--- src/rtl/lcd_sequencer.sv ---
// LCD path control FSM: init, clear, LINE1/LINE2 refresh and setup menu; all outputs registered (1-cycle).
// Optional LCD_E_GEN_EN: LCD_E = registered (STATE != INITIAL_DELAY); otherwise LCD_E is tied low.
`timescale 1ns/1ps
module lcd_sequencer #(
  parameter int unsigned P_INIT_DWELL  = 70,
  parameter int unsigned P_CMD_DWELL   = 30,
  parameter int unsigned P_CLEAR_DWELL = 200,
  parameter int unsigned P_LINE_DWELL  = 20,
  parameter int unsigned P_CHAR_DWELL  = 4
) (
  input  logic        CLK,
  input  logic        RESET,
  input  logic        SETUP_REQ,
  input  logic        TIME_SET_REQ,
  input  logic        TZ_SET_REQ,
  input  logic        EXIT_REQ,
  output logic [3:0]  STATE,
  output logic [31:0] CNT,
  output logic [3:0]  CHAR_CNT,
  output logic        LCD_E
);

  typedef enum logic [3:0] {
    S_INITIAL_DELAY = 4'b0000,
    S_FUNCTION_SET  = 4'b0001,
    S_INITIAL_SETUP = 4'b0010,
    S_CLEAR_SCREEN  = 4'b0011,
    S_SETUP         = 4'b0100,
    S_TIME_SET      = 4'b0101,
    S_TZ_SET        = 4'b0110,
    S_LINE1         = 4'b1000,
    S_LINE2         = 4'b1001
  } state_t;

  localparam logic [31:0] L_INIT_LAST  = 32'(P_INIT_DWELL - 1);
  localparam logic [31:0] L_CMD_LAST   = 32'(P_CMD_DWELL - 1);
  localparam logic [31:0] L_CLEAR_LAST = 32'(P_CLEAR_DWELL - 1);
  localparam logic [31:0] L_LINE_LAST  = 32'(P_LINE_DWELL - 1);
  localparam logic [7:0]  L_CHAR_LAST  = 8'(P_CHAR_DWELL - 1);
  localparam logic [3:0]  L_CHAR_MAX   = 4'd7;

  state_t      r_state;
  state_t      w_state_nxt;
  logic [31:0] r_cnt;
  logic [31:0] w_cnt_inc;
  logic [3:0]  r_char_cnt;
  logic [3:0]  w_char_nxt;
  logic [7:0]  r_char_div;
  logic [7:0]  w_char_div_nxt;
  logic        r_ret_setup;
  logic        w_ret_setup_nxt;
  logic        r_pending;
  logic        w_pending_nxt;
  logic        w_in_line;
  logic        w_pend_eff;
  logic        w_state_chg;

  // A SETUP_REQ landing on the last LINE2 cycle still counts for that LINE2 exit.
  assign w_in_line  = (r_state == S_LINE1) || (r_state == S_LINE2);
  assign w_pend_eff = r_pending | (SETUP_REQ & w_in_line);
  assign w_cnt_inc  = (r_cnt == 32'hFFFF_FFFF) ? r_cnt : r_cnt + 32'd1;

  always_comb begin
    w_state_nxt     = r_state;
    w_ret_setup_nxt = r_ret_setup;
    w_pending_nxt   = w_pend_eff;
    case (r_state)
      S_INITIAL_DELAY: if (r_cnt == L_INIT_LAST) w_state_nxt = S_FUNCTION_SET;
      S_FUNCTION_SET:  if (r_cnt == L_CMD_LAST)  w_state_nxt = S_INITIAL_SETUP;
      S_INITIAL_SETUP: if (r_cnt == L_CMD_LAST)  w_state_nxt = S_CLEAR_SCREEN;
      S_CLEAR_SCREEN: begin
        if (r_cnt == L_CLEAR_LAST) begin
          w_state_nxt = r_ret_setup ? S_SETUP : S_LINE1;
        end
      end
      S_LINE1: if (r_cnt == L_LINE_LAST) w_state_nxt = S_LINE2;
      S_LINE2: begin
        if (r_cnt == L_LINE_LAST) begin
          if (w_pend_eff) begin
            w_state_nxt     = S_CLEAR_SCREEN;
            w_ret_setup_nxt = 1'b1;
            w_pending_nxt   = 1'b0;
          end else begin
            w_state_nxt = S_LINE1;
          end
        end
      end
      S_SETUP: begin
        if (EXIT_REQ) begin
          w_state_nxt     = S_CLEAR_SCREEN;
          w_ret_setup_nxt = 1'b0;
        end else if (TIME_SET_REQ) begin
          w_state_nxt = S_TIME_SET;
        end else if (TZ_SET_REQ) begin
          w_state_nxt = S_TZ_SET;
        end
      end
      S_TIME_SET, S_TZ_SET: begin
        if (EXIT_REQ) begin
          w_state_nxt     = S_CLEAR_SCREEN;
          w_ret_setup_nxt = 1'b1;
        end
      end
      default: w_state_nxt = S_INITIAL_DELAY;
    endcase
  end

  assign w_state_chg = (w_state_nxt != r_state);

  // Character index only advances while staying in SETUP; entry and every other state force 0.
  always_comb begin
    w_char_nxt     = 4'd0;
    w_char_div_nxt = 8'd0;
    if ((w_state_nxt == S_SETUP) && !w_state_chg) begin
      if (r_char_div == L_CHAR_LAST) begin
        w_char_div_nxt = 8'd0;
        w_char_nxt     = (r_char_cnt == L_CHAR_MAX) ? r_char_cnt : r_char_cnt + 4'd1;
      end else begin
        w_char_div_nxt = r_char_div + 8'd1;
        w_char_nxt     = r_char_cnt;
      end
    end
  end

  always_ff @(posedge CLK or posedge RESET) begin
    if (RESET) begin
      r_state     <= S_INITIAL_DELAY;
      r_cnt       <= 32'd0;
      r_char_cnt  <= 4'd0;
      r_char_div  <= 8'd0;
      r_ret_setup <= 1'b0;
      r_pending   <= 1'b0;
    end else begin
      r_state     <= w_state_nxt;
      r_cnt       <= w_state_chg ? 32'd0 : w_cnt_inc;
      r_char_cnt  <= w_char_nxt;
      r_char_div  <= w_char_div_nxt;
      r_ret_setup <= w_ret_setup_nxt;
      r_pending   <= w_pending_nxt;
    end
  end

  assign STATE    = r_state;
  assign CNT      = r_cnt;
  assign CHAR_CNT = r_char_cnt;

`ifdef LCD_E_GEN_EN
  // One cycle late so the strobe lines up with the encoder's registered RS/RW/DATA.
  logic r_lcd_e;
  always_ff @(posedge CLK or posedge RESET) begin
    if (RESET) begin
      r_lcd_e <= 1'b0;
    end else begin
      r_lcd_e <= (r_state != S_INITIAL_DELAY);
    end
  end
  assign LCD_E = r_lcd_e;
`else
  assign LCD_E = 1'b0;
`endif

endmodule

--- config.mk ---
export PLATFORM = sky130hd
export DESIGN_NAME = lcd_sequencer
export DESIGN_NICKNAME = d
export VERILOG_FILES = /design/src/rtl/lcd_sequencer.sv
export SDC_FILE = /design/constraint.sdc
export NUM_CORES = 1
export LEC_CHECK = 0
export CELL_PAD_IN_SITES_DETAIL_PLACEMENT = 1
export CELL_PAD_IN_SITES_GLOBAL_PLACEMENT = 1
export CORE_MARGIN = 1.5
export CORE_UTILIZATION = 41
export CTS_CLUSTER_DIAMETER = 40
export CTS_CLUSTER_SIZE = 16
export DETAILED_ROUTE_END_ITERATION = 7
export PLACE_DENSITY_LB_ADDON = 0.1
export SLEW_MARGIN = 10
export SYNTH_ARGS = -nofsm -noshare
export SYNTH_HDL_FRONTEND = slang
export SYNTH_SLANG_ARGS = --single-unit
--- constraint.sdc ---
create_clock -name CLK -period 3.6 [get_ports CLK]
set_input_delay 0.54 -clock CLK [delete_from_list [all_inputs] [get_ports CLK]]
set_output_delay 0.54 -clock CLK [all_outputs]
set_load 0.02 [all_outputs]
==> impl_metrics.toml, run 1 <==
[outcome]
status = "finished, final reports clean"

[synth]
synth_fa_ha_area_share_pct = 1.73
postSynthAreaPerCell_um2 = 9.04
yosys-top-cells-count = "60 x nor2_1, 50 x dfrtp_1, 25 x nand2_1"
synth_top_family_by_area = "simple AND/OR/NAND/NOR gates"
syn-num-nets = 330
synthCells = 320
synth_most_common_cell = "nor2_1"
ys.flop_type = "dfrtp_1"
synthArstFlopShare_pct = 100
synth_top_area_share_pct = 43.3
synth_area_mm2 = 0.00289
synth_mux_area_share_pct = 0.735
synth_edf_count = 0
synthSimpleGateAreaFrac_pct = 31.1
ys_ff_latch = 50
synthTopCellsByArea = "dfrtp_1 43%, nor2_1 7.8%, xor2_1 7.0%, xnor2_1 4.5%, nand3_1 4.0%"
ys_types = 52
synth_compound_area_share_pct = 8.26
yosys_warnings = 0
ys_seq_area_share_pct = 43.3
synthXorXnorAreaFrac_pct = 11.5
yosysTopAreaCell = "dfrtp_1"

[clock_network]
clk_pin_slew_ns = 0.10
htree_num_levels = 2
cts_resized = 0
cts_tree = "done"
cts.sinks = 50
clockBufferDepth = 2
cts_inserted_buffers = 5
cts_hold_buf = 0
insertion_delay_ns = 0.30
clock-root-buffer = "clkbuf_8"
post_cts_buffers = 0

[worst_hold_path]
hold_start = "r_char_div[0]"
hold_path.class = "reg2reg"
hold_depth = 1

[job]
maxCapViolCount = 0

[pwr]
swShare_pct = 22.5
p_leak_uw = 0.00145
internal-power_uw = 726
p_seq_share_pct = 59.9
vdd_drop_max_v = 0.000191
combPwrFrac_pct = 2.3
p_per_area_mw_per_mm2 = 266
p_sw_uw = 211
clockPowerShare_pct = 37.8

[setup_path]
r2r-start = "CNT[20]"
crit_path_max_fanout = 32
worstRegToRegCells = 8
worstSetupPathType = "reg2reg"
worstSetupEndpointType = "flop"
crit_path_start_kind = "flop"
startpoint = "CNT[20]"
crit_required_ns = 3.78
crit_arrival_ns = 3.38

[detailed_routing]
viasPerCell = 5.40
wire_per_inst_um = 15.7
drt_iter0_markers = 126
num_vias = 2491
antenna_left = 0
drt_drc_violations_left = 0
drtPass1Iterations = 4
totalWireLength_um = 7220

[placement]
io_buffers = 45
place_congestion = 0.818
dp.cells = 453
hpwl_um = 5210

[sta]
skew_ns = 0.00966
fmax_ghz = 0.312
tightest_slew_ns = 1.06
rsz0062_at_grt = "no"
period_share_pct = 89.0
slew_viol_final = 0
finalSetupViolCount = 0
relSlewSlack_pct = 29.3
fin_crit_ns = 3.20
hold_viol_final = 0
setup_tns_ns = 0

[global_routing]
overflow = 0
grt_pass1_wl_um = 12200
antenna_found_initial = 0
grt_max_degree = 51
grt_use_total_pct = 20.2
grt_pass1_vias = 2485

[final_layout]
layout.cells.non_filler = 461
finalNetCount = 374
layout-drive-gt1-share_pct = 5.75
area_delta_synth_final_pct = 21.8
fillers = 807
diodes = 0

[die]
dieHeight_um = 87.0
die_w_um = 87.0
ioPinCount = 47
design.die.area_mm2 = 0.00757
rows = 30
initial_core_util_pct = 42.6
core_area_mm2 = 0.00679
[power by group through the flow]
stage / clock [µW] / sequential, µW / combinational (µW)
after floorplan: 0 / 572 / 12.8
after global placement: 0 / 572 / 22.7
after detailed placement: 0 / 572 / 22.7
after CTS: 371 / 561 / 22.8
after global routing: 383 / 561 / 24.6
final: 354 / 561 / 21.6
[metrics by stage]
stage / setup slack, ns / util, % / total power (µW) / hold slack (ns) / area, µm²
5_1_grt: 0.182 / 51.9 / 969 / 0.559 / 3520
3_5_place_dp: 0.301 / 50.4 / 595 / 0.508 / 3420
2_1_floorplan: 0.714 / - / 585 / 0.455 / 2890
4_1_cts: 0.308 / 51.9 / 955 / 0.522 / 3520
3_3_place_gp: 0.433 / 50.4 / 595 / 0.505 / 3420
6_report: 0.396 / 51.9 / 937 / 0.521 / 3520
[routing by layer]
metal / GRT usage, % / wire [µm] / vias to the layer above
li1: - / - / 1212
met1: 27.4 / 3410 / 1236
met4: 3.96 / 54 / 0
met5: 0 / 0 / -
met2: 34.7 / 3510 / 37
met3: 2.84 / 247 / 6
[cell type report]
cell class / instances / area (µm²) / share of cell area, %
multi-input combinational: 252 / 1550 / 43.9
sequential: 50 / 1250 / 35.5
timing repair buffer: 50 / 488 / 13.8
tap: 96 / 120 / 3.41
clock buffer: 6 / 82.6 / 2.34
inverter: 5 / 18.8 / 0.533
clock inverter: 2 / 16.3 / 0.462
[kinds of logic (layout without fill, tap and decap cells)]
kind of cell,after synthesis,count (layout)
AO/OA/AOI/OAI,30,30
AND/OR/NAND/NOR,177,177
buffers and inverters,18,63
flip-flops,50,50
multiplexers,2,2
adder cells (fa/ha/maj),4,4
other,1,1
XOR/XNOR,38,38
[cell usage in the layout (no fill, tap or decap), types with 3 or more instances in the layout]
| cell | Yosys | final |
|---|---|---|
| clkbuf_8 | 0 | 6 |
| a21oi_1 | 7 | 7 |
| xnor2_1 | 15 | 15 |
| or3_1 | 3 | 3 |
| nor3_1 | 8 | 8 |
| ha_1 | 4 | 4 |
| inv_1 | 5 | 4 |
| clkdlybuf4s50_1 | 0 | 45 |
| and4_1 | 4 | 4 |
| nand4_1 | 13 | 13 |
| nor3b_1 | 4 | 4 |
| nor4_1 | 8 | 8 |
| nor2b_1 | 3 | 3 |
| and3_1 | 7 | 7 |
| xor2_1 | 23 | 23 |
| nand3_1 | 23 | 23 |
| nor2_1 | 60 | 60 |
| nand2_1 | 25 | 25 |
| dfrtp_1 | 50 | 50 |
| buf_4 | 1 | 5 |
| nand2b_1 | 4 | 4 |
| o21ai_0 | 4 | 4 |
[flip-flops by register name, indices dropped and copies added (netlist names)]
register and cells:
r_char_div 8, CHAR_CNT 4, r_pending 1, CNT 32
r_ret_setup 1, STATE 4
[worst paths after layout]
kind	endpoint	slack, ns
setup / recovery	CNT[28]	0.40
hold reg to reg	r_char_div[0]	0.52
setup reg to reg	CNT[28]	0.40
hold / removal	r_char_div[0]	0.52
min in group asynchronous	r_char_div[4]	0.82
max in group asynchronous	CNT[8]	2.12
[critical path: stages, from the launching register on]
cell and delay, ns:
dfrtp_1 0.47, nor4_1 0.41, nand4_1 0.35, or3_1 0.51, a211o_1 0.37, o31a_1 0.35
o22ai_4 0.17, buf_4 0.34, nor2_1 0.11
(Power assumes the default switching activity.)
==> run 2: changes to the inputs <==
Settings changed: CELL_PAD_IN_SITES_DETAIL_PLACEMENT 1 to 0, CELL_PAD_IN_SITES_GLOBAL_PLACEMENT 1 to 2, CORE_UTILIZATION 41 to 33.
==> run 2 against run 1 <==
Against the previous run:
- combinational power is 11% higher
- hold slack better by 0.0038 ns
- largest cell class unchanged
- final area is 1.2% higher
- clock skew is 0.0047 ns higher
- register-to-register slack better by 0.07 ns
- core utilization is 9.1 points lower
==> impl_metrics.toml, run 2 (same netlist as run 1, synthesis figures left out) <==
[worst_hold_path]
hold_path_end = "r_char_div[0]"
hold_depth = 1
hold_path.class = "reg2reg"
hold_start = "r_char_div[0]"

[detailed_routing]
num_vias = 2443
totalWireLength_um = 7170
wire_per_inst_um = 15.2
viasPerCell = 5.18
drt_iter0_markers = 91
drt_drc_violations_left = 0
antenna_left = 0
drtPass1Iterations = 4

[final_layout]
layout-drive-gt1-share_pct = 6.27
largest_register_ffs = 32
area_delta_synth_final_pct = 23.2
finalNetCount = 376
diodes = 0
utilization_pct = 42.7
layout_commonest_cell = "nor2_1"
finish.instance_area_mm2 = 0.00356
layout.cells.non_filler = 472
final_cell_mix = "60 x nor2_1, 50 x dfrtp_1, 45 x clkdlybuf4s50_1, 25 x nand2_1"

[clock_network]
clockBufferDepth = 2
cts_tree = "done"
htree_num_levels = 2
insertion_delay_ns = 0.31
clk_pin_slew_ns = 0.10
cts.sinks = 50
clock-root-buffer = "clkbuf_8"
cts_resized = 0
cts_inserted_buffers = 5
cts_hold_buf = 0
post_cts_buffers = 0

[global_routing]
grt_pass1_vias = 2394
grt_use_total_pct = 15.9
overflow = 0
grt_max_degree = 22
grt_pass1_wl_um = 12400
antenna_found_initial = 0

[setup_path]
r2r-start = "CNT[20]"
crit_chain = "nor4_1 > nand4_1 > or3_1 > a211o_1 > o31a_1 > o22ai_4 > buf_4 > nor2_1"
crit_required_ns = 3.78
worstPathBufferInverterCount = 1
worstSetupPathType = "reg2reg"
worstRegToRegCells = 8
slowest_stage = "or3_1"
r2r_end = "CNT[4]"
worstSetupEndpointType = "flop"
max_stage_delay_ns = 0.50
crit_arrival_ns = 3.31
rrSetupSlack_ns = 0.47
crit_path_max_fanout = 18
cp_top_family = "simple AND/OR/NAND/NOR gates"
crit_path_start_kind = "flop"

[die]
design.die.area_mm2 = 0.00934
ioPinCount = 47
initial_core_util_pct = 34.7
core_area_mm2 = 0.00834
dieHeight_um = 96.6
rows = 33
die_w_um = 96.6

[job]
maxCapViolCount = 0

[sta]
tightest_slew_ns = 0.715
slew_viol_final = 0
fin_crit_ns = 3.13
period_share_pct = 87.0
relSlewSlack_pct = 52.1
fmax_ghz = 0.319
skew_ns = 0.0143
setup_tns_ns = 0
finalSetupViolCount = 0
hold_viol_final = 0
rsz0062_at_grt = "no"

[pwr]
p_leak_uw = 0.00147
vdd_drop_max_v = 0.000148
p_per_area_mw_per_mm2 = 279

[placement]
dp.cells = 464
hpwl_um = 5140
place_area_mm2 = 0.00345
place_congestion = 0.792
io_buffers = 45

[outcome]
status = "finished, final reports clean"
[run 2: cell count changes in the layout (fill, tap and decap cells not counted), sizes merged]
cell / change
buf: +2
bufinv: +1
clkbuf: -1
clkinvlp: +1
inv: -1
[run 2: area by class of cell]
| cell class | instances | area [µm²] |
|---|---|---|
| Clock buffer | 5 | 68.8 |
| Sequential cell | 50 | 1250 |
| Tap cell | 105 | 131 |
| Clock inverter | 3 | 45.0 |
| Inverter | 5 | 18.8 |
| Timing Repair Buffer | 52 | 503 |
| Fill cell | 866 | 4780 |
| Multi-Input combinational cell | 252 | 1550 |
[run 2: worst max-delay path by stage]
stage | from | cells after the start | slack (ns) | endpoint
3_5_place_dp | CNT[20] | 8 | 0.44 | CNT[2]
5_1_grt | CNT[20] | 8 | 0.25 | CNT[2]
2_1_floorplan | CNT[2] | 9 | 0.71 | CNT[3]
6_report | CNT[20] | 8 | 0.47 | CNT[4]
4_1_cts | CNT[20] | 8 | 0.42 | CNT[4]
3_3_place_gp | CNT[12] | 8 | 0.47 | CNT[2]
[run 2: worst reg2reg max path, stage by stage, from the launching register on]
cell	delay (ns)
dfrtp_1	0.46
nor4_1	0.43
nand4_1	0.37
or3_1	0.51
a211o_1	0.37
o31a_1	0.35
o22ai_4	0.19
buf_4	0.26
nor2_1	0.09
[run 2: power breakdown]
part	internal (µW)	switching (µW)	total [µW]	leakage, µW
combinational	7.99	15.9	23.9	0.000727
clock	207	201	408	0.0000504
sequential	561	0	561	0.000689
total	776	217	993	0.00147
[run 2: metrics by stage]
step	hold WS, ns	setup WS (ns)	total power, µW
2_1_floorplan	0.455	0.714	585
3_3_place_gp	0.506	0.471	597
3_5_place_dp	0.503	0.441	597
4_1_cts	0.525	0.415	1010
5_1_grt	0.555	0.251	1040
6_report	0.524	0.470	993
[run 2: metal layers]
layer  vias to the layer above  part of all wire, %  global-route usage [%]
met3                         4                  2.7                    2.96
met2                        35                   44                    23.9
li1                       1220                    -                       -
met4                         0                 0.79                    3.34
met1                      1184                   52                    23.8
met5                         -                    0                       0
==> run 3: changes to the inputs <==
Settings changed: CORE_MARGIN 1.5 to 3.
==> run 3 against run 2 <==
Against the previous run:
- critical endpoint is now CNT[2]
- critical path depth unchanged
- worst setup slack gained 0.13 ns
- highest routed layer unchanged
- maximum frequency rose by 4.4%
- combinational power is 5% lower
- sequential power about the same
- sequential share of layout area is 0.26 points higher
- non-clock buffer count is 2 lower
==> impl_metrics.toml, run 3 (same netlist as run 1, synthesis figures left out) <==
[pwr]
combPwrFrac_pct = 2.5
p_leak_uw = 0.00145
p_sw_uw = 215
vdd_drop_max_v = 0.000160
clockPowerShare_pct = 36.6
p_seq_share_pct = 61.0
p_per_area_mw_per_mm2 = 260
internal-power_uw = 706
swShare_pct = 23.4

[sta]
fin_hold_ws_ns = 0.453
finalSetupViolCount = 0
period_share_pct = 83.3
setup_tns_ns = 0
fmax_ghz = 0.333
slew_viol_final = 0
skew_ns = 0.00732
hold_viol_final = 0
tightest_slew_ns = 0.679
fin_crit_ns = 3.00
relSlewSlack_pct = 54.5
rsz0062_at_grt = "no"

[global_routing]
antenna_found_initial = 0
grt_max_degree = 42
grt_pass1_wl_um = 12500
overflow = 0
grt_pass1_vias = 2401
grt_use_total_pct = 15.5

[detailed_routing]
antenna_left = 0
viasPerCell = 5.20
totalWireLength_um = 7220
drt_drc_violations_left = 0
wire_per_inst_um = 15.4
drtPass1Iterations = 4
num_vias = 2442
drt_iter0_markers = 102

[clock_network]
cts_inserted_buffers = 5
clk_pin_slew_ns = 0.10
post_cts_buffers = 0
cts_hold_buf = 0
cts_resized = 0
cts.sinks = 50
htree_num_levels = 2
clock-root-buffer = "clkbuf_8"
cts_tree = "done"
insertion_delay_ns = 0.30
clockBufferDepth = 2

[final_layout]
final_cell_mix = "60 x nor2_1, 50 x dfrtp_1, 45 x clkdlybuf4s50_1, 25 x nand2_1"
final-seq-area_mm2 = 0.00125
area_delta_synth_final_pct = 22.3
largest_register_ffs = 32
diodes = 0
fillers = 876
layout-drive-gt1-share_pct = 5.75
multiInputGateArea_mm2 = 0.00155
layout_commonest_cell = "nor2_1"
finalNetCount = 374

[die]
core_area_mm2 = 0.00838
ioPinCount = 47
die_w_um = 99.6
design.die.area_mm2 = 0.00993
initial_core_util_pct = 34.5
dieHeight_um = 99.6
rows = 33

[setup_path]
worstSetupPathType = "reg2reg"
max_stage_delay_ns = 0.59
slowest_stage = "or4b_1"
worstSetupEndpointType = "flop"
crit_path_start_kind = "flop"
crit_arrival_ns = 3.19
crit_required_ns = 3.79
crit_chain = "or4b_1 > or2_0 > or3_1 > a211o_1 > o31a_1 > o22ai_4 > buf_12 > nor3_1"
rrSetupSlack_ns = 0.60
crit_path_max_fanout = 32

[worst_hold_path]
hold_path.class = "in2async"

[outcome]
status = "finished, final reports clean"

[placement]
hpwl_um = 5100
io_buffers = 45
place_congestion = 0.762

[job]
maxCapViolCount = 0
[run 3: changes by cell type in the layout (fill, tap and decap cells not counted), sizes merged]
cell	change
buf	-2
clkinvlp	-1
clkinv	+2
bufinv	-1
[run 3: power groups by stage]
stage | sequential, µW | combinational (µW) | clock [µW]
floorplan | 572 | 12.8 | 0
global placement | 572 | 24.0 | 0
detailed placement | 572 | 24.2 | 0
CTS | 561 | 24.3 | 356
global route | 561 | 26.7 | 379
finish | 561 | 22.7 | 337
[run 3: worst max-delay path: cells and delay by family, from the launching register on]
kind | cells | cell delay, ns
DFF | 1 | 0.47
buffers and inverters | 1 | 0.21
AOI/OAI and AO/OA | 3 | 0.90
and+or+nand+nor | 4 | 1.28
[run 3: metrics by stage]
stage / util [%] / setup slack (ns) / cell area [µm²] / power (µW) / instances
after global placement: 41.1 / 0.573 / 3450 / 596 / 462
after detailed placement: 41.1 / 0.586 / 3450 / 596 / 462
final: 42.2 / 0.600 / 3540 / 921 / 470
after floorplan: - / 0.714 / 2890 / 585 / 320
after global routing: 42.2 / 0.393 / 3540 / 967 / 470
after CTS: 42.2 / 0.568 / 3540 / 942 / 470
[run 3: worst paths after layout]
path / endpoint / startpoint / cells past startpoint
min in group CLK: r_char_div[0] / r_char_div[0] / 1
worst max-delay path: CNT[2] / CNT[3] / 8
worst max register to register: CNT[2] / CNT[3] / 8
worst min register to register: r_char_div[0] / r_char_div[0] / 1
max in group asynchronous: CNT[9] / RESET / 3
worst min-delay path: CHAR_CNT[3] / RESET / 2
[run 3: final cells by class]
class / count / area share (%)
Tap cell: 105 / 3.71
Clock inverter: 3 / 0.601
Multi-Input combinational cell: 252 / 43.7
Clock buffer: 5 / 1.94
Inverter: 5 / 0.530
Sequential cell: 50 / 35.4
Timing Repair Buffer: 50 / 14.1
[run 3: per-layer routing]
metal	up-vias	part of all wire, %	global-route usage (%)
met3	4	3.4	2.66
li1	1214	-	-
met5	-	0	0
met1	1178	51	22.9
met2	46	45	23.7
met4	0	0.96	3.78
